## config.mk

```make
export PLATFORM = sky130hd
export DESIGN_NAME = nibble_insn_tx
export DESIGN_NICKNAME = d
export VERILOG_FILES = /design/src/rtl/nibble_link_pkg.sv /design/src/rtl/link_timeout_ctr.sv /design/src/rtl/nibble_insn_tx.sv
export SDC_FILE = /design/constraint.sdc
export NUM_CORES = 1
export LEC_CHECK = 0
export CAP_MARGIN = 20
export CORE_ASPECT_RATIO = 1.4
export CORE_UTILIZATION = 32
export DETAILED_ROUTE_END_ITERATION = 12
export DONT_BUFFER_PORTS = 1
export GPL_TIMING_DRIVEN = 0
export PLACE_DENSITY = 0.56
export SLEW_MARGIN = 20
export SYNTH_ARGS = -nofsm -noshare
export SYNTH_HDL_FRONTEND = slang
export SYNTH_SLANG_ARGS = --single-unit
```

## constraint.sdc

```tcl
create_clock -name clk -period 1.8 [get_ports clk]
set_clock_uncertainty 0.1 [all_clocks]
set_input_delay 0.36 -clock clk [delete_from_list [all_inputs] [get_ports clk]]
set_output_delay 0.36 -clock clk [all_outputs]
set_load 0.005 [all_outputs]
```

## src/rtl/nibble_link_pkg.sv

```systemverilog
`default_nettype none
// ============================================================================
// Module   : nibble_link_pkg
// Brief    : Shared constants and state encodings for the 4-bit nibble link.
// Revision : 1.0
// ============================================================================
package nibble_link_pkg;

    localparam int NIB_W   = 4;
    localparam int NUM_NIB = 8;
    localparam int IDX_W   = $clog2(NUM_NIB);
    localparam int CNT_W   = 8;

    typedef logic [1:0] state_t;

    localparam logic [1:0] IDLE  = 2'b00;
    localparam logic [1:0] DRIVE = 2'b01;
    localparam logic [1:0] GAP   = 2'b10;

endpackage
`default_nettype wire

```

## src/rtl/link_timeout_ctr.sv

```systemverilog
`default_nettype none
// ============================================================================
// Module   : link_timeout_ctr
// Brief    : Cycle counter with clear/enable; flags the cycle that completes
//            'limit' enabled cycles since the last clear.
// Revision : 1.0
// ============================================================================
module link_timeout_ctr #(
    parameter int CNT_W = 8
) (
    input  logic             clk,
    input  logic             rst_n,
    input  logic             clear,
    input  logic             en,
    input  logic [CNT_W-1:0] limit,
    output logic             expire
);

    logic [CNT_W-1:0] r_count;

    always_ff @(posedge clk or negedge rst_n) begin
        if (!rst_n) begin
            r_count <= '0;
        end else if (clear) begin
            r_count <= '0;
        end else if (en) begin
            r_count <= r_count + CNT_W'(1);
        end
    end

    // r_count holds completed cycles, so the limit-th cycle sees limit-1
    assign expire = en && (r_count == limit - CNT_W'(1));

endmodule
`default_nettype wire

```

## src/rtl/nibble_insn_tx.sv

```systemverilog
`default_nettype none
// ============================================================================
// Module   : nibble_insn_tx
// Brief    : Sends a 32-bit instruction LSB-nibble-first over a send/ack
//            nibble link, with inter-nibble gap and drive timeout.
// Revision : 1.0
// ============================================================================
module nibble_insn_tx
    import nibble_link_pkg::*;
#(
    parameter int WORD_W  = 32,
    parameter int GAP_CYC = 1,
    parameter int TIMEOUT = 255
) (
    input  logic              clk,
    input  logic              rst_n,
    input  logic              word_valid,
    input  logic [WORD_W-1:0] word_data,
    output logic              word_ready,
    output logic [NIB_W-1:0]  nib_out,
    output logic              send_out,
    input  logic              ack_in,
    output logic [IDX_W-1:0]  nib_idx,
    output logic              busy,
    output logic              done_pulse,
    output logic              timeout_err
);

    localparam logic [IDX_W-1:0] LAST_IDX = IDX_W'(WORD_W / NIB_W - 1);

    state_t            r_state;
    state_t            w_state_next;
    logic [WORD_W-1:0] r_shift;
    logic [NIB_W-1:0]  r_nib;
    logic [IDX_W-1:0]  r_idx;
    logic              r_send;
    logic              r_done;
    logic              r_terr;
    logic              r_ready;
    logic              r_busy;

    logic              w_accept;
    logic              w_ack;
    logic              w_last;
    logic              w_abort;
    logic              w_gap_done;
    logic              w_ctr_clear;
    logic              w_ctr_en;
    logic              w_expire;
    logic [CNT_W-1:0]  w_limit;

    assign w_accept   = (r_state == IDLE) && word_valid;
    assign w_ack      = (r_state == DRIVE) && ack_in;
    assign w_last     = (r_idx == LAST_IDX);
    // An ack arriving in the expiry cycle wins over the abort
    assign w_abort    = (r_state == DRIVE) && !ack_in && (TIMEOUT != 0) && w_expire;
    assign w_gap_done = (r_state == GAP) && w_expire;

    // One counter times both the GAP hold and the DRIVE timeout
    assign w_ctr_en    = (r_state != IDLE);
    assign w_ctr_clear = w_accept || w_ack || w_abort || w_gap_done;
    assign w_limit     = (r_state == GAP) ? CNT_W'(GAP_CYC) : CNT_W'(TIMEOUT);

    link_timeout_ctr #(
        .CNT_W (CNT_W)
    ) u_ctr (
        .clk    (clk),
        .rst_n  (rst_n),
        .clear  (w_ctr_clear),
        .en     (w_ctr_en),
        .limit  (w_limit),
        .expire (w_expire)
    );

    always_comb begin
        w_state_next = r_state;
        case (r_state)
            IDLE:    if (w_accept) w_state_next = DRIVE;
            DRIVE: begin
                if (w_ack)        w_state_next = w_last ? IDLE : GAP;
                else if (w_abort) w_state_next = IDLE;
            end
            GAP:     if (w_gap_done) w_state_next = DRIVE;
            default: w_state_next = IDLE;
        endcase
    end

    always_ff @(posedge clk or negedge rst_n) begin
        if (!rst_n) begin
            r_state <= IDLE;
            r_shift <= '0;
            r_nib   <= '0;
            r_idx   <= '0;
            r_send  <= 1'b0;
            r_done  <= 1'b0;
            r_terr  <= 1'b0;
            r_ready <= 1'b1;
            r_busy  <= 1'b0;
        end else begin
            r_state <= w_state_next;
            r_ready <= (w_state_next == IDLE);
            r_busy  <= (w_state_next != IDLE);
            r_done  <= 1'b0;
            case (r_state)
                IDLE: begin
                    if (w_accept) begin
                        r_shift <= word_data >> NIB_W;
                        r_nib   <= word_data[NIB_W-1:0];
                        r_idx   <= '0;
                        r_terr  <= 1'b0;
                        r_send  <= 1'b1;
                    end
                end
                DRIVE: begin
                    if (w_ack) begin
                        r_send <= 1'b0;
                        if (w_last) begin
                            r_done <= 1'b1;
                        end else begin
                            // Next nibble is presented while send is low
                            r_idx   <= r_idx + IDX_W'(1);
                            r_nib   <= r_shift[NIB_W-1:0];
                            r_shift <= r_shift >> NIB_W;
                        end
                    end else if (w_abort) begin
                        r_send <= 1'b0;
                        r_terr <= 1'b1;
                    end
                end
                GAP: begin
                    if (w_gap_done) r_send <= 1'b1;
                end
                default: r_send <= 1'b0;
            endcase
        end
    end

    assign word_ready  = r_ready;
    assign busy        = r_busy;
    assign nib_out     = r_nib;
    assign send_out    = r_send;
    assign nib_idx     = r_idx;
    assign done_pulse  = r_done;
    assign timeout_err = r_terr;

endmodule
`default_nettype wire

```

# [Yosys cells after proc, flatten, opt, wreduce, memory -nomap -nowiden]
# Cells that the tools add are included.
[totals] regBits=54 word_cells=76 output_inout_bits=12
[classes] n_mux=33 n_reduce_logical=19 n_addsub=3 eq_ne=11
[op_table] op="$mux W32" n=3
[op_table] op="$pmux W32 S2" n=1
[op_table] op="$mux W8" n=3
[op_table] op="$mux W4" n=3
[op_table] op="$ne A2 B2 Y1 const B" n=6
[op_table] op="$mux W1" n=10
[op_table] op="$mux W2" n=5
[op_table] op="$mux W3" n=3
[op_table] op="$add A8 B1 Y8 const B" n=1
[op_table] op="$eq A8 B8 Y1" n=1
[op_table] op="$pmux W4 S2" n=1
[op_table] op="$reduce_and A4 Y1" n=2
[op_table] op="$reduce_bool A2 Y1" n=4
[op_table] op="$sub A8 B1 Y8 const B" n=1
[op_table] op="$logic_and A1 B1 Y1" n=6
[op_table] op="$pmux W2 S3" n=1
[op_table] op="$pmux W3 S2" n=1
[op_table] op="$logic_not A2 Y1" n=2
[op_table] op="$add A3 B1 Y3 const B" n=1
[op_table] op="$eq A3 B3 Y1 const B" n=1
[op_table] op="$logic_or A1 B1 Y1" n=3
[op_table] op="$ne A3 B3 Y1 const B" n=1
[op_table] op="$pmux W1 S3" n=1
[op_table] op="$reduce_and A3 Y1" n=1
[op_table] op="4 further kinds" n=4

# [Depth between registers and ports, before layout]
# Gate-level depths: netlist of the first run.
[depth] depth_word=10 mapped_depth=7 depth_no_buf=6

# [Modules after synthesis]
# A second synthesis of the first run with hierarchy kept.
[unflattened] cells_unflattened=217 area_unflattened_um2=2884.0
[by_module_without_submodules] module="nibble_insn_tx" area_per_inst_um2=2268.4 n_inst=1 cells_each=147
[by_module_without_submodules] module="link_timeout_ctr" area_per_inst_um2=615.6 n_inst=1 cells_each=70

# [Worst setup path before layout of the first run]
# OpenSTA, ideal clock, no wires.
[synth_path] kind="register to register" startpoint="register r_idx[0], in the netlist nib_idx[0]" endpoint="register r_idx[1], in the netlist nib_idx[1]" n_path_buf=1 t_required_ns=1.579 setup_time_ns=0.121 arrival_time_ns=1.535 stages_incl_launch_ff=7 period_less_slack_ns=1.756 setup_slack_ns=0.044 path_cell_list="dfrtp_1 -> ha_1 -> ha_1 -> and4bb_1 -> nor2_4 -> buf_2 -> a22o_1"
[synth_between] elab_chain_cells=4
[synth_rtl] item="start, declared" line_no="nibble_insn_tx.sv:35" rtl="logic [IDX_W-1:0] r_idx;"
[synth_rtl] item="start signal, assigned" line_no="nibble_insn_tx.sv:121" rtl="r_idx <= r_idx + IDX_W'(1);"
[synth_rtl] item="$add A3 B1 Y3" line_no="nibble_insn_tx.sv:121"
[synth_rtl] item="$mux W3" line_no="nibble_insn_tx.sv:117" rtl="if (w_last) begin"
[synth_rtl] item="$mux W3" line_no="nibble_insn_tx.sv:115" rtl="if (w_ack) begin"
[synth_rtl] item="$pmux W3 S2" line_no="nibble_insn_tx.sv:104" rtl="case (r_state)"
# Several ways; a longest one is shown, not always the timed one. The select of a mux whose other input is x is not followed.
# A chain may end at the register's enable or synchronous reset.

# [Worst setup path in the final report of the first run]
[layout_path] startpoint="register r_idx[1], in the netlist nib_idx[1]" endpoint="register r_idx[1], in the netlist nib_idx[1]"
# Same word-level chain as after synthesis.

==> results of run 1 <==
[flip-flops by register name, summed over array words and instances, names as in the netlist, 2 cells and up]
signal         cells
nib_out            4
nib_idx            3
u_ctr.r_count      8
r_state            2
r_shift           28
[layout by cell type (no fill, tap or decap), types with 4 or more instances in the layout]
cell,n
sky130_fd_sc_hd__o21ai_0,4
sky130_fd_sc_hd__nor2_1,13
sky130_fd_sc_hd__a22o_1,5
sky130_fd_sc_hd__nand2_1,36
sky130_fd_sc_hd__xnor2_1,5
sky130_fd_sc_hd__mux2i_1,28
sky130_fd_sc_hd__clkbuf_8,5
sky130_fd_sc_hd__dfrtp_1,49
sky130_fd_sc_hd__o21ai_1,27
sky130_fd_sc_hd__buf_6,12
sky130_fd_sc_hd__nor3_1,5
sky130_fd_sc_hd__buf_4,5
[routing by layer]
| layer | wire length, um | track usage (%) |
|---|---|---|
| met5 | 0 | 0 |
| met4 | 45 | 4.99 |
| met3 | 285 | 4.17 |
| met2 | 2790 | 24.3 |
| met1 | 2320 | 18.0 |
[where the power goes]
part	total, W	internal [W]	leakage (nW)	switching, W
clock network	0.000695	0.000279	0.0408	0.000416
registers	0.00185	0.00157	0.635	0.000276
logic	0.00218	0.00101	0.626	0.00117
total	0.00473	0.00286	1.30	0.00186
[kinds of logic (layout without fill, tap and decap cells)]
family / after synthesis / count (layout) / share of synthesized area [%]
compound gates: 46 / 46 / 11.8
xor+xnor: 6 / 6 / 2.22
fa+ha+maj: 3 / 3 / 1.58
buf+inv: 15 / 31 / 3.96
flops: 50 / 50 / 52.8
mux: 28 / 28 / 11.8
simple gates: 75 / 76 / 15.8
[worst min-delay path by stage]
stage / start / endpoint
floorplan: rst_n / busy$_DFF_PN0_
global placement: rst_n / nib_out[0]$_DFFE_PN0P_
detailed placement: rst_n / nib_out[0]$_DFFE_PN0P_
CTS: word_data[28] / r_shift[24]$_DFFE_PN0P_
global route: word_data[31] / r_shift[27]$_DFFE_PN0P_
finish: word_data[30] / r_shift[26]$_DFFE_PN0P_
[through the flow]
step	setup TNS (ns)	hold slack, ns
detailed placement	-4.04	-0.0345
global placement	-3.95	-0.0347
CTS	0	0.0767
finish	0	0.0868
global route	-0.0927	0.0663
floorplan	0	-0.0356
[timing repair]
action	CTS	global route
endpoints found under the hold margin	50	0
gates cloned	3	1
pin swaps	3	2
endpoints found under the setup margin	32	19
buffers inserted	2	1
gates resized for setup	19	10
hold buffers	2	0
[layout make-up]
cell class,instances,share of cell area [%]
Clock inverter,3,0.860
Buffer,12,4.26
Multi-Input combinational cell,159,38.8
Sequential cell,50,45.3
Tap cell,95,4.30
Timing Repair Buffer,8,3.53
Inverter,3,0.498
Clock buffer,5,2.49
==> results.toml, run 1 <==
[grt]
grt_use_total_pct = 14.7
first_global_vias = 1654
grt_pass1_wl_mm = 8.58
grt_antenna_before_repair = 0
largest_net_degree_at_the_start_of_global_routing = 51
grt_overflow = 0

[sta]
total_setup_violations_reported_at_the_end_of_the_flow = 0
max_freq_mhz = 565
rsz_0062_raised_after_global_routing = "yes"
final-hold-violation-count = 0
max_slew.worst_pin.slew_ns = 0.488
worst_slew_margin_rel_pct = 67.4
finalWorstPathRequiredPeriod_ns = 1.77
post-route-period-util_pct = 98.3
finalMaxSlewViolations = 0
layout_setup_ws_ns = 0.0305

[power]
peak_vdd_ir_uv = 452
cellPowerDensity_nw_per_um2 = 1710
p_leak_nw = 1.30
p_total_w = 0.00473

[setup_path]
timing.setup.critical_path_class = "reg -> reg"
endpoint = "nib_idx[1]$_DFFE_PN0P_"
critical_path.max_fanout = 5
crit_path_max_incr_delay_ns = 0.44
worst_path_arrival_time_ns = 1.88
cp-end-kind = "register"
crit-reg2reg-launch = "nib_idx[1]$_DFFE_PN0P_"
worstPathCellList = "ha_2 -> ha_4 -> and4bb_4 -> nor2_4 -> buf_6 -> a22o_1"
start_kind = "register"
regToRegEndpoint = "nib_idx[1]$_DFFE_PN0P_"
crit_required_ns = 1.91
worst_path_max_delay_cell = "sky130_fd_sc_hd__dfrtp_1"
startpoint = "nib_idx[1]$_DFFE_PN0P_"
worst-r2r-cell-count = 6
ff2ff_setup_slack_ns = 0.03
cp.buffers_inverters = 1
critical_path_cell_count = 6
worst_path_dominant_cell_family = "flip-flops"

[cts]
clock-sinks = 50
clkLatencyLatePin_ns = 0.32
cts_root_buf = "sky130_fd_sc_hd__clkbuf_8"
tritoncts = "built"
cts.reportedPaths.clkPinSlew_ns = 0.10
clockBufferDepth = 2
ctsHtreeMaxLevel = 2
cts_buffers = 5

[placement]
detailed_place_hpwl_mm = 3.67
placed_cells = 318
preCtsSetupSlack_ns = -0.185
dpl_cell_area_um2 = 2490
port_buffers = 0
finalWeightedCongestion = 0.747

[synthesis]
synth.yosys.seq_area_share_pct = 52.8
synth_flop_cell = "sky130_fd_sc_hd__dfrtp_1"
count_leader_synth = "sky130_fd_sc_hd__dfrtp_1"
synth_cells = 223
yosysTopAreaCellShare_pct = 51.7
netlist_top_cells_count = "sky130_fd_sc_hd__dfrtp_1 (49), sky130_fd_sc_hd__nand2_1 (37), sky130_fd_sc_hd__o21ai_1 (29), sky130_fd_sc_hd__mux2i_1 (28), sky130_fd_sc_hd__nor2_1 (13)"
async_s_r_ff_share_synth_pct = 100
yosys_warnings = 0
synth_enable_flop_cells = 0
postSynthAreaPerCell_um2 = 10.6
netlist.top_cell.by_area = "sky130_fd_sc_hd__dfrtp_1"
yosys-top-cells-area = "sky130_fd_sc_hd__dfrtp_1 (52%), sky130_fd_sc_hd__mux2i_1 (12%), sky130_fd_sc_hd__o21ai_1 (6.1%)"
post_synth_num_cell_types = 41
synth.cell_area_um2 = 2370
synth_fp_nets = 262
synth.ff_latch_count = 50

[route]
initialDrtViolationCount = 99
antenna_violating_nets_post_route = 0
detail_route.drc_violations = 0
via_per_inst = 4.98
router_iterations_before_antenna_repair = 4
detailroute.via_count = 1669
wl_mm = 5.43
drt-wirelength-per-cell_um = 16.2

[final_layout]
ff_latch_area_um2 = 1250
drive_above_1_share_pct = 18.8
syn2layout_area_growth_pct = 16.6
final_non_filler_cell_area_um2 = 2760
final_util_pct = 39.1
num-fill-cells = 725
diodes = 0
nets = 278
combined_area_of_the_multi_input_logic_cells_um2 = 1070
number_of_standard_cells_in_the_layout_taps_in_and_fillers_out = 335

[floorplan]
die_w_um = 74.8
floorplan.initialDensity_pct = 33.5
design.die.area_um2 = 7760
fp.dieH_um = 104
floorplan.io_pins = 48
placement_rows = 36
floorplan.core_area_um2 = 7070

[worst_hold_path]
holdCritPathClass = "in -> reg"
worst_hold_path.num_cells = 1

[run_status]
status = "complete, no violations"

[flow_run]
drv.max_cap_violation_count = 0
Power figures use the tool's default switching activity.
==> inputs of run 2 (changes only) <==
- CORE_MARGIN: default -> 2
- DONT_BUFFER_PORTS: 1 -> default
- PLACE_DENSITY: 0.56 -> 0.65
==> results.toml, run 2 (synthesis results as in run 1) <==
[power]
p_leak_nw = 1.48
cellPowerDensity_nw_per_um2 = 1500
peak_vdd_ir_uv = 736

[placement]
placed_cells = 367
finalWeightedCongestion = 0.826
detailed_place_hpwl_mm = 3.79
port_buffers = 47
preCtsSetupSlack_ns = -0.255

[sta]
max_slew.worst_pin.slew_ns = 0.642
total_setup_violations_reported_at_the_end_of_the_flow = 0
layout_setup_ws_ns = 0.0644
max_freq_mhz = 576
final-hold-violation-count = 0
finalWorstPathRequiredPeriod_ns = 1.74
fin_setup_tns_ns = 0
post-route-period-util_pct = 96.4
rsz_0062_raised_after_global_routing = "yes"
finalMaxSlewViolations = 0
worst_slew_margin_rel_pct = 57.2

[grt]
grt_antenna_before_repair = 0
grt_pass1_wl_mm = 8.79
grt_use_total_pct = 13.7
largest_net_degree_at_the_start_of_global_routing = 51
grt_overflow = 0
first_global_vias = 1825

[setup_path]
startpoint = "nib_idx[1]$_DFFE_PN0P_"
critical_path.max_fanout = 10
crit_path_max_incr_delay_ns = 0.41
cp-end-kind = "register"
timing.setup.critical_path_class = "reg -> reg"
worst_path_dominant_cell_family = "simple AND/OR/NAND/NOR gates"
worst_path_arrival_time_ns = 1.83
worstPathCellList = "ha_1 -> ha_2 -> and4bb_2 -> nor2_4 -> buf_6 -> a22o_1"
crit_required_ns = 1.89
crit-reg2reg-launch = "nib_idx[1]$_DFFE_PN0P_"
cp.buffers_inverters = 1
start_kind = "register"
worst_path_max_delay_cell = "sky130_fd_sc_hd__dfrtp_1"

[cts]
cts_root_buf = "sky130_fd_sc_hd__clkbuf_8"
clockBufferDepth = 2
tritoncts = "built"
cts_buffers = 5
clock-sinks = 50
cts.reportedPaths.clkPinSlew_ns = 0.09
clkLatencyLatePin_ns = 0.30
ctsHtreeMaxLevel = 2

[floorplan]
floorplan.core_area_um2 = 7270
floorplan.io_pins = 48
placement_rows = 37
design.die.area_um2 = 8120
fp.dieH_um = 106
die_w_um = 76.8
floorplan.initialDensity_pct = 32.6

[worst_hold_path]
holdCritPathClass = "reg -> reg"
hold_start = "r_shift[20]$_DFFE_PN0P_"

[route]
drt-wirelength-per-cell_um = 13.6
initialDrtViolationCount = 104
via_per_inst = 4.73
antenna_violating_nets_post_route = 0
detailroute.via_count = 1807
detail_route.drc_violations = 0
wl_mm = 5.19
router_iterations_before_antenna_repair = 4

[final_layout]
largest_reg_flops = 28
diodes = 0
number_of_standard_cells_in_the_layout_taps_in_and_fillers_out = 382
combined_area_of_the_multi_input_logic_cells_um2 = 1030
most_frequent_cells_in_the_layout = "sky130_fd_sc_hd__dfrtp_1 (49), sky130_fd_sc_hd__clkdlybuf4s50_1 (44), sky130_fd_sc_hd__nand2_1 (37), sky130_fd_sc_hd__mux2i_1 (28), sky130_fd_sc_hd__o21ai_1 (28)"
max_flop_register = "r_shift"
layout_commonest_cell = "sky130_fd_sc_hd__dfrtp_1"
num-fill-cells = 738
ff_latch_area_um2 = 1250
drive_above_1_share_pct = 13.3
nets = 323
syn2layout_area_growth_pct = 32.3

[flow_run]
drv.max_cap_violation_count = 0

[run_status]
status = "complete, no violations"
-- run 2: cell types whose count changed in the layout (fill, tap and decap cells not counted), moves of 2 or more --
cell                              change
sky130_fd_sc_hd__buf_4                +7
sky130_fd_sc_hd__buf_6                -7
sky130_fd_sc_hd__clkbuf_1             +2
sky130_fd_sc_hd__clkdlybuf4s50_1     +44
sky130_fd_sc_hd__dlymetal6s2s_1       +2
-- run 2: worst min-delay path: stages, from the launching register on --
cell and delay [ns]:
sky130_fd_sc_hd__dfrtp_1 0.35, sky130_fd_sc_hd__nand2_1 0.05, sky130_fd_sc_hd__o21ai_1 0.06
-- run 2: where the power goes --
part	internal (W)	switching, W
Clock	0.000276	0.000362
Combinational	0.00113	0.00114
Sequential	0.00157	0.000237
-- run 2: what timing repair did --
item                                    4_1_cts  5_1_grt
endpoints found under the hold margin         9        0
pin swaps                                     1        2
hold buffers                                  1        0
gates resized for setup                       3       15
setup buffers                                 5        1
endpoints found under the setup margin       32       34
-- run 2: path summary, 6_finish.rpt --
kind / endpoint / slack, ns / depth (start not counted)
min in group asynchronous: r_shift[19]$_DFFE_PN0P_ / 0.51 / 2
max in group asynchronous: nib_idx[2]$_DFFE_PN0P_ / 0.64 / 2
worst max register to register: r_shift[26]$_DFFE_PN0P_ / 0.06 / 6
worst min register to register: r_shift[20]$_DFFE_PN0P_ / 0.39 / 2
worst max-delay path: r_shift[26]$_DFFE_PN0P_ / 0.06 / 6
worst min-delay path: r_shift[20]$_DFFE_PN0P_ / 0.39 / 2
-- run 2: final cells by class --
class                   instances  share of cell area, %
multi-input cells             158                   32.9
clock inverters                 1                  0.239
clock buffers                   7                   2.43
well taps                      97                   3.87
repair buffers                 54                   16.8
flip-flops and latches         50                   39.9
plain buffers                  12                   3.39
inverters                       3                  0.439
-- run 2: metal layers --
layer,part of all wire (%),track usage (%)
met5,0,0
met4,1.8,5.06
met3,4.8,3.51
met2,51,23.4
met1,42,16.6
-- run 2: stage by stage --
| stage | utilization, % | power (W) | hold WS (ns) | cell area (um2) |
|---|---|---|---|---|
| finish | 43.2 | 0.00472 | 0.388 | 3140 |
| global route | 43.2 | 0.00510 | 0.416 | 3140 |
| CTS | 42.6 | 0.00472 | 0.395 | 3100 |
| detailed placement | 40.7 | 0.00399 | 0.337 | 2960 |
| global placement | 40.8 | 0.00395 | 0.367 | 2960 |
| floorplan | - | 0.00331 | -0.0356 | 2370 |
==> edit (flow settings as in run 1) <==
Set the package constant `NIB_W` to 3 (it was 4).
--- a/src/rtl/nibble_link_pkg.sv
+++ b/src/rtl/nibble_link_pkg.sv
@@ -6,7 +6,7 @@
 // ============================================================================
 package nibble_link_pkg;
 
-    localparam int NIB_W   = 4;
+    localparam int NIB_W   = 3;
     localparam int NUM_NIB = 8;
     localparam int IDX_W   = $clog2(NUM_NIB);
     localparam int CNT_W   = 8;
Ports: changed (resized nib_out); port bits go from 48 to 47. The function was not compared with the original's and may differ.
==> edit against run 1 <==
- the flow now finishes with violations (negative setup slack)
- power is 38% higher
- cell area increased by 19%
- first-iteration DRC count decreased by 46%
- area after synthesis increased by 17%
- setup slack worse by 0.047 ns
- routed wire length increased by 3.2%
- sequential cell count unchanged
==> edit: results (changes against run 1) <==
[status]
status=finished with violations  ; was completed
violations=negative setup slack

[setup_path]
cp_slowest_stage_delay_ns=0.46  ; was 0.44 ns
reg2reg_depth=8  ; was 6
crit_fanout=5  ; unchanged
crit_end=r_shift[5]$_DFFE_PN0P_  ; was nib_idx[1]$_DFFE_PN0P_
critPathTopFamily=flip-flops  ; unchanged
critPathSlowestCell=dfrtp_2  ; was dfrtp_1
critPathLaunch=nib_idx[0]$_DFFE_PN0P_  ; was nib_idx[1]$_DFFE_PN0P_

[worst_hold_path]
hold_path.class=in -> reg  ; unchanged

[drt]
wl_met1_mm=2.43  ; was 2.32 mm
wl_met2_mm=2.81  ; was 2.79 mm
vias=1634  ; was 1669
first_iter_violations=53  ; was 99
drt-pass1-iter-count=4  ; unchanged
drt_wl_total_mm=5.61  ; was 5.43 mm
wl_met3_um=330  ; was 285 um
routed.top_layer=met4  ; unchanged

[cells_and_area]
nMultiInputCombCells=142  ; was 159
nNonClkInverters=6  ; was 3
clk_share_pct=5.14  ; was 3.35%
n_all_buffers=21  ; was 20
final-nonclk-buf-share_pct=8.03  ; was 7.79%
nets=265  ; was 278
layout-drive-gt1-share_pct=45.4  ; was 18.8%
fillCellCount=794  ; was 725
seq_share_pct=38.1  ; was 45.3%
multi_input_area_um2=1450  ; was 1070 um^2

[global_routing]
grt_pass1_wl_mm=9.10  ; was 8.58 mm
grt_max_degree=51  ; unchanged
grt.total_usage_pct=13.2  ; was 14.7%
grt_pass1_vias=1731  ; was 1654

[synth]
synth_cell_types=38  ; was 41
synth-main-ff-cell=dfrtp_1  ; unchanged
synth_top_cells_by_count=mux2_4, dfrtp_1, nor2_1  ; was dfrtp_1, nand2_1, o21ai_1
yosysSeqAreaShare_pct=45.0  ; was 52.8%
yosysWarnings=0  ; unchanged
yosys-top-cells-area=dfrtp_1, mux2_4, buf_6  ; was dfrtp_1, mux2i_1, o21ai_1
synth_nets=246  ; was 262

[placement]
dp_hpwl_mm=3.89  ; was 3.67 mm
portBuffers=0  ; unchanged
gp_routability_congestion=0.811  ; was 0.747

[clock_network]
clock_sinks=50  ; unchanged
root_buffer=clkbuf_16  ; was clkbuf_8
cts.reportedPaths.clkPinSlew_ns=0.07  ; was 0.10 ns
clockBufferDepth=2  ; unchanged
clkLatencyLatePin_ns=0.29  ; was 0.32 ns
cts_made_buffers=5  ; unchanged

[timing]
worst_hold_slack_ns=0.118  ; was 0.0868 ns
tns_ns=-0.0728  ; was 0 ns
max-slew-margin-rel_pct=71.9  ; was 67.4%
setup_slack_ns=-0.0167  ; was 0.0305 ns
finalSetupViolCount=5  ; was 0

[pwr]
p_switching_uw=2060  ; was 1860 uW
ir_drop_v=0.000880  ; was 0.000452 V
clkPwrFrac_pct=16.8  ; was 14.7%
p_leak_uw=0.00150  ; was 0.00130 uW
p_comb_share_pct=52.7  ; was 46.2%

[edit: worst min path at each step]
stage | from | endpoint | cells after the start
global placement | rst_n | nib_out[2]$_DFFE_PN0P_ | 0
floorplan | rst_n | busy$_DFF_PN0_ | 0
finish | ack_in | done_pulse$_DFF_PN0_ | 2
CTS | ack_in | done_pulse$_DFF_PN0_ | 2
detailed placement | rst_n | nib_out[2]$_DFFE_PN0P_ | 0
global route | ack_in | done_pulse$_DFF_PN0_ | 2
[edit: stage by stage]
| stage | instances | setup slack (ns) | power (uW) | instance area [um^2] | utilization, % |
|---|---|---|---|---|---|
| after floorplan | 207 | 0.0819 | 4480 | 2780 | - |
| final | 329 | -0.0167 | 6500 | 3290 | 39.6 |
| after global routing | 329 | -0.0763 | 6910 | 3290 | 39.6 |
| after global placement | 309 | -0.0768 | 4910 | 2910 | 35.1 |
| after detailed placement | 309 | -0.0954 | 4960 | 2910 | 35.1 |
| after CTS | 328 | -0.0506 | 6580 | 3280 | 39.6 |
[edit: timing repair]
action	4_1_cts	5_1_grt
hold endpoints to repair	50	0
buffers inserted	7	2
cloned	2	0
hold buffers	2	0
resized for setup	14	1
pin swaps	1	1
setup endpoints to repair	28	22
[edit: routing by layer]
layer / vias up / GRT usage, %
met1: 809 / 16.0
met3: 5 / 3.50
li1: 779 / -
met4: 0 / 3.57
met2: 41 / 22.8
met5: - / 0
[edit: cells by family after synthesis]
kind of cell    count (synthesis)  share of synthesized area, %
compound gates                 28                          7.43
xor+xnor                        5                          1.58
buf+inv                        15                          3.96
fa+ha+maj                       3                          1.35
simple gates                   46                          8.87
mux                            60                          31.8
flops                          50                          45.0
